===== src/rtl/dram_access_sequencer.sv =====
// DRAM access sequencer: arbitrates bus reads/writes against CAS-before-RAS
// refresh and drives the multiplexed address and RAS/CAS/WE strobes.
module dram_access_sequencer #(
   parameter int ROW_BITS         = 9,
   parameter int T_RCD            = 2,
   parameter int T_CAS            = 2,
   parameter int T_RP             = 2,
   parameter int T_RAS_REF        = 3,
   parameter int REFRESH_INTERVAL = 430
) (
   input  logic                    clk,
   input  logic                    reset_n,
   input  logic                    req,
   input  logic                    we,
   input  logic [1:0]              be,
   input  logic [2*ROW_BITS-1:0]   addr,
   output logic                    ack,
   output logic                    busy,
   output logic                    latch_en,
   output logic [ROW_BITS-1:0]     dram_addr,
   output logic                    ras_n,
   output logic [1:0]              cas_n,
   output logic                    we_n,
   output logic                    refresh_pending,
   output logic                    refresh_overrun
);

   localparam int T_M1  = (T_RCD > T_CAS) ? T_RCD : T_CAS;
   localparam int T_M2  = (T_RP > T_RAS_REF) ? T_RP : T_RAS_REF;
   localparam int T_MAX = (T_M1 > T_M2) ? T_M1 : T_M2;
   localparam int CW    = $clog2(T_MAX + 1);
   localparam int TW    = $clog2(REFRESH_INTERVAL);

   localparam logic [CW-1:0] RCD_LAST = CW'(T_RCD - 1);
   localparam logic [CW-1:0] CAS_LAST = CW'(T_CAS - 1);
   localparam logic [CW-1:0] RP_LAST  = CW'(T_RP - 1);
   localparam logic [CW-1:0] RAS_LAST = CW'(T_RAS_REF - 1);
   localparam logic [TW-1:0] TMR_LAST = TW'(REFRESH_INTERVAL - 1);

   typedef enum logic [2:0] {
      S_IDLE, S_ROW, S_COL, S_PRE, S_REF_CAS, S_REF_RAS
   } state_t;

   state_t                  state_q, state_d;
   logic [CW-1:0]           cnt_q, cnt_d;
   logic                    start_ref, accept;

   logic [TW-1:0]           tmr_q, tmr_d;
   logic                    wrap;
   logic                    pending_q, pending_d;
   logic                    overrun_q, overrun_d;

   logic                    lat_we_q, lat_we_d;
   logic [1:0]              lat_be_q, lat_be_d;
   logic [2*ROW_BITS-1:0]   lat_addr_q, lat_addr_d;

   logic                    ack_q, ack_d;
   logic                    busy_q, busy_d;
   logic                    latch_en_q, latch_en_d;
   logic [ROW_BITS-1:0]     dram_addr_q, dram_addr_d;
   logic                    ras_n_q, ras_n_d;
   logic [1:0]              cas_n_q, cas_n_d;
   logic                    we_n_q, we_n_d;

   // State register
   always_ff @(posedge clk) begin
      if (!reset_n) begin
         state_q <= S_IDLE;
         cnt_q   <= '0;
      end else begin
         state_q <= state_d;
         cnt_q   <= cnt_d;
      end
   end

   // Next-state logic; cnt counts cycles spent in the current state.
   always_comb begin
      state_d   = state_q;
      cnt_d     = cnt_q + 1'b1;
      start_ref = 1'b0;
      accept    = 1'b0;
      case (state_q)
         S_IDLE: begin
            cnt_d = '0;
            if (pending_q) begin
               state_d   = S_REF_CAS;
               start_ref = 1'b1;
            end else if (req) begin
               state_d = S_ROW;
               accept  = 1'b1;
            end
         end
         S_ROW: begin
            if (cnt_q == RCD_LAST) begin
               state_d = S_COL;
               cnt_d   = '0;
            end
         end
         S_COL: begin
            if (cnt_q == CAS_LAST) begin
               state_d = S_PRE;
               cnt_d   = '0;
            end
         end
         S_PRE: begin
            if (cnt_q == RP_LAST) begin
               state_d = S_IDLE;
               cnt_d   = '0;
            end
         end
         S_REF_CAS: begin
            state_d = S_REF_RAS;
            cnt_d   = '0;
         end
         S_REF_RAS: begin
            if (cnt_q == RAS_LAST) begin
               state_d = S_PRE;
               cnt_d   = '0;
            end
         end
         default: begin
            state_d = S_IDLE;
            cnt_d   = '0;
         end
      endcase
   end

   // Refresh timer, pending/overrun flags and request capture
   always_comb begin
      wrap      = (tmr_q == TMR_LAST);
      tmr_d     = wrap ? '0 : tmr_q + 1'b1;
      // A wrap coinciding with refresh start re-arms pending rather than overrunning.
      pending_d = wrap ? 1'b1 : (start_ref ? 1'b0 : pending_q);
      overrun_d = overrun_q | (wrap & pending_q & ~start_ref);
      lat_we_d   = lat_we_q;
      lat_be_d   = lat_be_q;
      lat_addr_d = lat_addr_q;
      if (accept) begin
         lat_we_d   = we;
         lat_be_d   = be;
         lat_addr_d = addr;
      end
   end

   always_ff @(posedge clk) begin
      if (!reset_n) begin
         tmr_q      <= '0;
         pending_q  <= 1'b0;
         overrun_q  <= 1'b0;
         lat_we_q   <= 1'b0;
         lat_be_q   <= 2'b00;
         lat_addr_q <= '0;
      end else begin
         tmr_q      <= tmr_d;
         pending_q  <= pending_d;
         overrun_q  <= overrun_d;
         lat_we_q   <= lat_we_d;
         lat_be_q   <= lat_be_d;
         lat_addr_q <= lat_addr_d;
      end
   end

   // Output decode from the upcoming state so the registered strobes line up with it
   always_comb begin
      ras_n_d     = 1'b1;
      cas_n_d     = 2'b11;
      we_n_d      = 1'b1;
      dram_addr_d = dram_addr_q;
      ack_d       = 1'b0;
      latch_en_d  = 1'b0;
      busy_d      = (state_d != S_IDLE);
      case (state_d)
         S_ROW: begin
            ras_n_d     = 1'b0;
            dram_addr_d = lat_addr_d[2*ROW_BITS-1:ROW_BITS];
         end
         S_COL: begin
            ras_n_d     = 1'b0;
            cas_n_d     = ~lat_be_d;
            we_n_d      = ~lat_we_d;
            dram_addr_d = lat_addr_d[ROW_BITS-1:0];
            if (cnt_d == CAS_LAST) begin
               ack_d      = 1'b1;
               latch_en_d = ~lat_we_d;
            end
         end
         S_REF_CAS: begin
            cas_n_d = 2'b00;
         end
         S_REF_RAS: begin
            ras_n_d = 1'b0;
            cas_n_d = 2'b00;
         end
         default: begin
         end
      endcase
   end

   always_ff @(posedge clk) begin
      if (!reset_n) begin
         ras_n_q     <= 1'b1;
         cas_n_q     <= 2'b11;
         we_n_q      <= 1'b1;
         dram_addr_q <= '0;
         ack_q       <= 1'b0;
         latch_en_q  <= 1'b0;
         busy_q      <= 1'b0;
      end else begin
         ras_n_q     <= ras_n_d;
         cas_n_q     <= cas_n_d;
         we_n_q      <= we_n_d;
         dram_addr_q <= dram_addr_d;
         ack_q       <= ack_d;
         latch_en_q  <= latch_en_d;
         busy_q      <= busy_d;
      end
   end

   assign ras_n           = ras_n_q;
   assign cas_n           = cas_n_q;
   assign we_n            = we_n_q;
   assign dram_addr       = dram_addr_q;
   assign ack             = ack_q;
   assign latch_en        = latch_en_q;
   assign busy            = busy_q;
   assign refresh_pending = pending_q;
   assign refresh_overrun = overrun_q;

endmodule


===== config.mk =====
export PLATFORM = sky130hd
export DESIGN_NAME = dram_access_sequencer
export DESIGN_NICKNAME = d
export VERILOG_FILES = /design/src/rtl/dram_access_sequencer.sv
export SDC_FILE = /design/constraint.sdc
export NUM_CORES = 1
export LEC_CHECK = 0
export CAP_MARGIN = 20
export CORE_MARGIN = 2
export CORE_UTILIZATION = 45
export DETAILED_ROUTE_END_ITERATION = 6
export GPL_TIMING_DRIVEN = 0
export PLACE_DENSITY = 0.78
export SLEW_MARGIN = 40
export SYNTH_ARGS = -nofsm -noshare
export SYNTH_HDL_FRONTEND = slang
export SYNTH_SLANG_ARGS = --single-unit

===== constraint.sdc =====
create_clock -name clk -period 5.65 [get_ports clk]
set_input_delay 1.13 -clock clk [delete_from_list [all_inputs] [get_ports clk]]
set_output_delay 1.13 -clock clk [all_outputs]
set_load 0.01 [all_outputs]

==> results of run 1 <==
## final timing paths
kind | start | end | slack, ps
hold reg to reg | dram_addr[5]$_SDFFE_PN0P_ | dram_addr[5]$_SDFFE_PN0P_ | 460
setup / recovery | req | dram_addr[3]$_SDFFE_PN0P_ | 2660
hold / removal | dram_addr[5]$_SDFFE_PN0P_ | dram_addr[5]$_SDFFE_PN0P_ | 460
setup reg to reg | refresh_pending$_SDFFE_PN0P_ | dram_addr[3]$_SDFFE_PN0P_ | 3450
## layout by cell type, fill, tap and decap left out, types with 2 or more instances in the layout
cell type / n
a211o_1: 9
a21boi_0: 20
a21o_1: 3
a21oi_1: 4
and2_1: 3
and3_1: 3
buf_2: 3
buf_4: 2
buf_6: 4
clkbuf_1: 9
clkbuf_8: 6
clkdlybuf4s50_1: 41
dfxtp_1: 53
ha_1: 2
mux2i_1: 13
nand2_1: 49
nand2b_1: 12
nand3_1: 6
nor2_1: 20
nor2b_1: 7
nor3_1: 9
nor4b_4: 2
nor4bb_1: 4
o21ai_0: 4
o21bai_1: 2
o311ai_0: 9
xnor2_1: 2
xor2_1: 5
## metal layers
metal	track usage (%)	share of wire, %	routed length, um
met1	26.1	50	2670
met2	28.9	43	2340
met3	6.05	6.0	324
met4	4.82	1.0	55
met5	0	0	0
## state kept, by name (all words and copies together), names as in the netlist, 2 cells and up
register and flops:
cas_n 2, cnt_q 2, dram_addr 9, lat_addr_q 18
lat_be_q 2, state_q 3, tmr_q 9
## layout make-up
class	count	area, um2
inverter	1	3.75
clock inverter	1	7.51
timing repair buffer	41	410
sequential	53	1060
fill	459	2120
buffer	19	113
clock buffer	6	82.6
multi-input combinational	201	1290
tap	70	87.6
## logic make-up (layout without fill, tap and decap cells)
group	after synthesis	after routing	synth area share (%)
AOI/OAI and AO/OA	54	54	16.6
muxes	13	13	5.30
and+or+nand+nor	125	125	26.6
adders and majority gates	2	2	1.02
buffers and inverters	20	68	4.74
xor gates and xnor gates	7	7	2.50
DFF	53	53	43.2
## per-stage QoR
stage               std cells  util [%]  hold slack (ps)  area, um2  setup WS (ps)
global route              392      59.0              495       3050           2500
global placement          385      57.1              444       2950           2420
CTS                       392      59.0              470       3050           2670
floorplan                 274         -              443       2460           3190
finish                    392      59.0              464       3050           2660
detailed placement        385      57.3              448       2960           2370
## critical path, stage by stage
cell and delay, ps:
clkdlybuf4s50_1 450, nor4b_4 190, a211oi_1 400, a21boi_1 450, o21bai_1 200, buf_6 190, mux2i_1 210
## power by group through the flow
stage	registers (mW)	logic, mW	clock network (mW)
global route	0.418	0.176	0.239
global placement	0.422	0.156	0
detailed placement	0.422	0.159	0
CTS	0.414	0.160	0.224
finish	0.414	0.159	0.215
floorplan	0.425	0.0913	0
==> impl_metrics.tcl, run 1 <==
set metrics [dict create \
    yosysTopAreaCell "dfxtp_1" \
    cts_root_buffer "clkbuf_8" \
    start_util_pct 47.5 \
    status "finished clean" \
    power_mw 0.789 \
    clk_pin_slew_ps 90 \
    critPathMaxFanout 10 \
    leakagePower_nw 1.14 \
    fmax_mhz 334 \
    required_ps 5880 \
    yosys_warnings 0 \
    dp_hpwl_mm 3.79 \
    finalMaxSlewViolations 0 \
    fin_skew_ps 5.64 \
    drt_pass1_iterations 4 \
    antenna_cells 0 \
    finalNetCount 348 \
    syn2layout_area_growth_pct 24.3 \
    grt_pass1_wl_mm 9.33 \
    clock_path_buffers 2 \
    p_int_mw 0.581 \
    clock_latency_ps 300 \
    worst_pin_slew_ps 677 \
    hold_depth 2 \
    ant_nets 0 \
    switching_share_pct 26.3 \
    arrival_ps 3220 \
    synth.ff_latch_count 53 \
    die-width_um 77.9 \
    cap_violations 0 \
    clockPowerShare_pct 27.3 \
    io_pins 42 \
    cts_resized 0 \
    gp_congestion 0.908 \
    cts_tree "built" \
    synth_area_mm2 0.00246 \
    cts_hold_buf 0 \
    critPathLaunchType "primary input" \
    synthTopCellsByCount "dfxtp_1, nand2_1, a21boi_0, nor2_1, mux2i_1" \
    ff2ff_path_depth 6 \
    crit_path_end_kind "register" \
    finalCritPeriodShare_pct 53.0 \
    ctsHtreeMaxLevel 2 \
    grt_antenna_before_repair 0 \
    synth_cells 274 \
    syn_avg_cell_area_um2 8.96 \
    syn_nets 300 \
    synth_cell_type_count 42 \
    ys.flop_type "dfxtp_1" \
    grt_pass1_vias 1991 \
    std_cell_rows 26 \
    power_frac_seq_pct 52.5 \
    io_buffer_count 41 \
    ys_seq_area_share_pct 43.2 \
    async_flop_share_pct 0 \
    hold_viol 0 \
    grt_max_degree 16 \
    synth_edf_count 0 \
    finalSetupTns_ps 0 \
    post-synth-top-area-fraction_pct 43.2 \
    drc 0 \
    vias 2058 \
    comb_power_share_pct 20.2 \
    path_class "in2reg" \
    grt.overflow.total 0 \
    post-cts-setup-buffers 0 \
    die_height_um 77.9 \
    yosysMostFrequentCell "dfxtp_1" \
    rsz0062_at_grt "no" \
    setup-violations-final 0 \
    drt_iter0_markers 140 \
    hold_path_class "reg2reg" \
    relSlewSlack_pct 54.7 \
    clkSinkCount 53 \
    power.density_mw_per_mm2 258 \
    grt.total_usage_pct 19.0 \
    via_per_inst 5.25 \
    switching_power_mw 0.208 \
    wl_per_cell_um 13.8 \
    worst_ir_drop_vdd_mv 0.134 \
    core_mm2 0.00517 \
    die-area_mm2 0.00607 \
    ys_top_cells_by_area "dfxtp_1, nand2_1, a21boi_0" \
    fin_crit_ps 2990 \
    cts_buffers 5 \
    routed_wl_mm 5.40 \
    drive_gt1_share_pct 6.83 \
]
Power figures use the tool's default switching activity.
==> inputs of run 2 (changes only) <==
clock period = 2.85 ns   (was 5.65 ns; I/O delays follow)
==> results of run 2 <==
Same layout as run 1 (identical final DEF). Status: finished clean.
Main changes from that run: setup slack after placement 2370 ps -> 131 ps; setup slack after layout 2660 ps -> 416 ps; register-to-register setup slack 3450 ps -> 650 ps; total power 0.789 mW -> 1.56 mW; worst IR drop on VDD 0.134 mV -> 0.266 mV
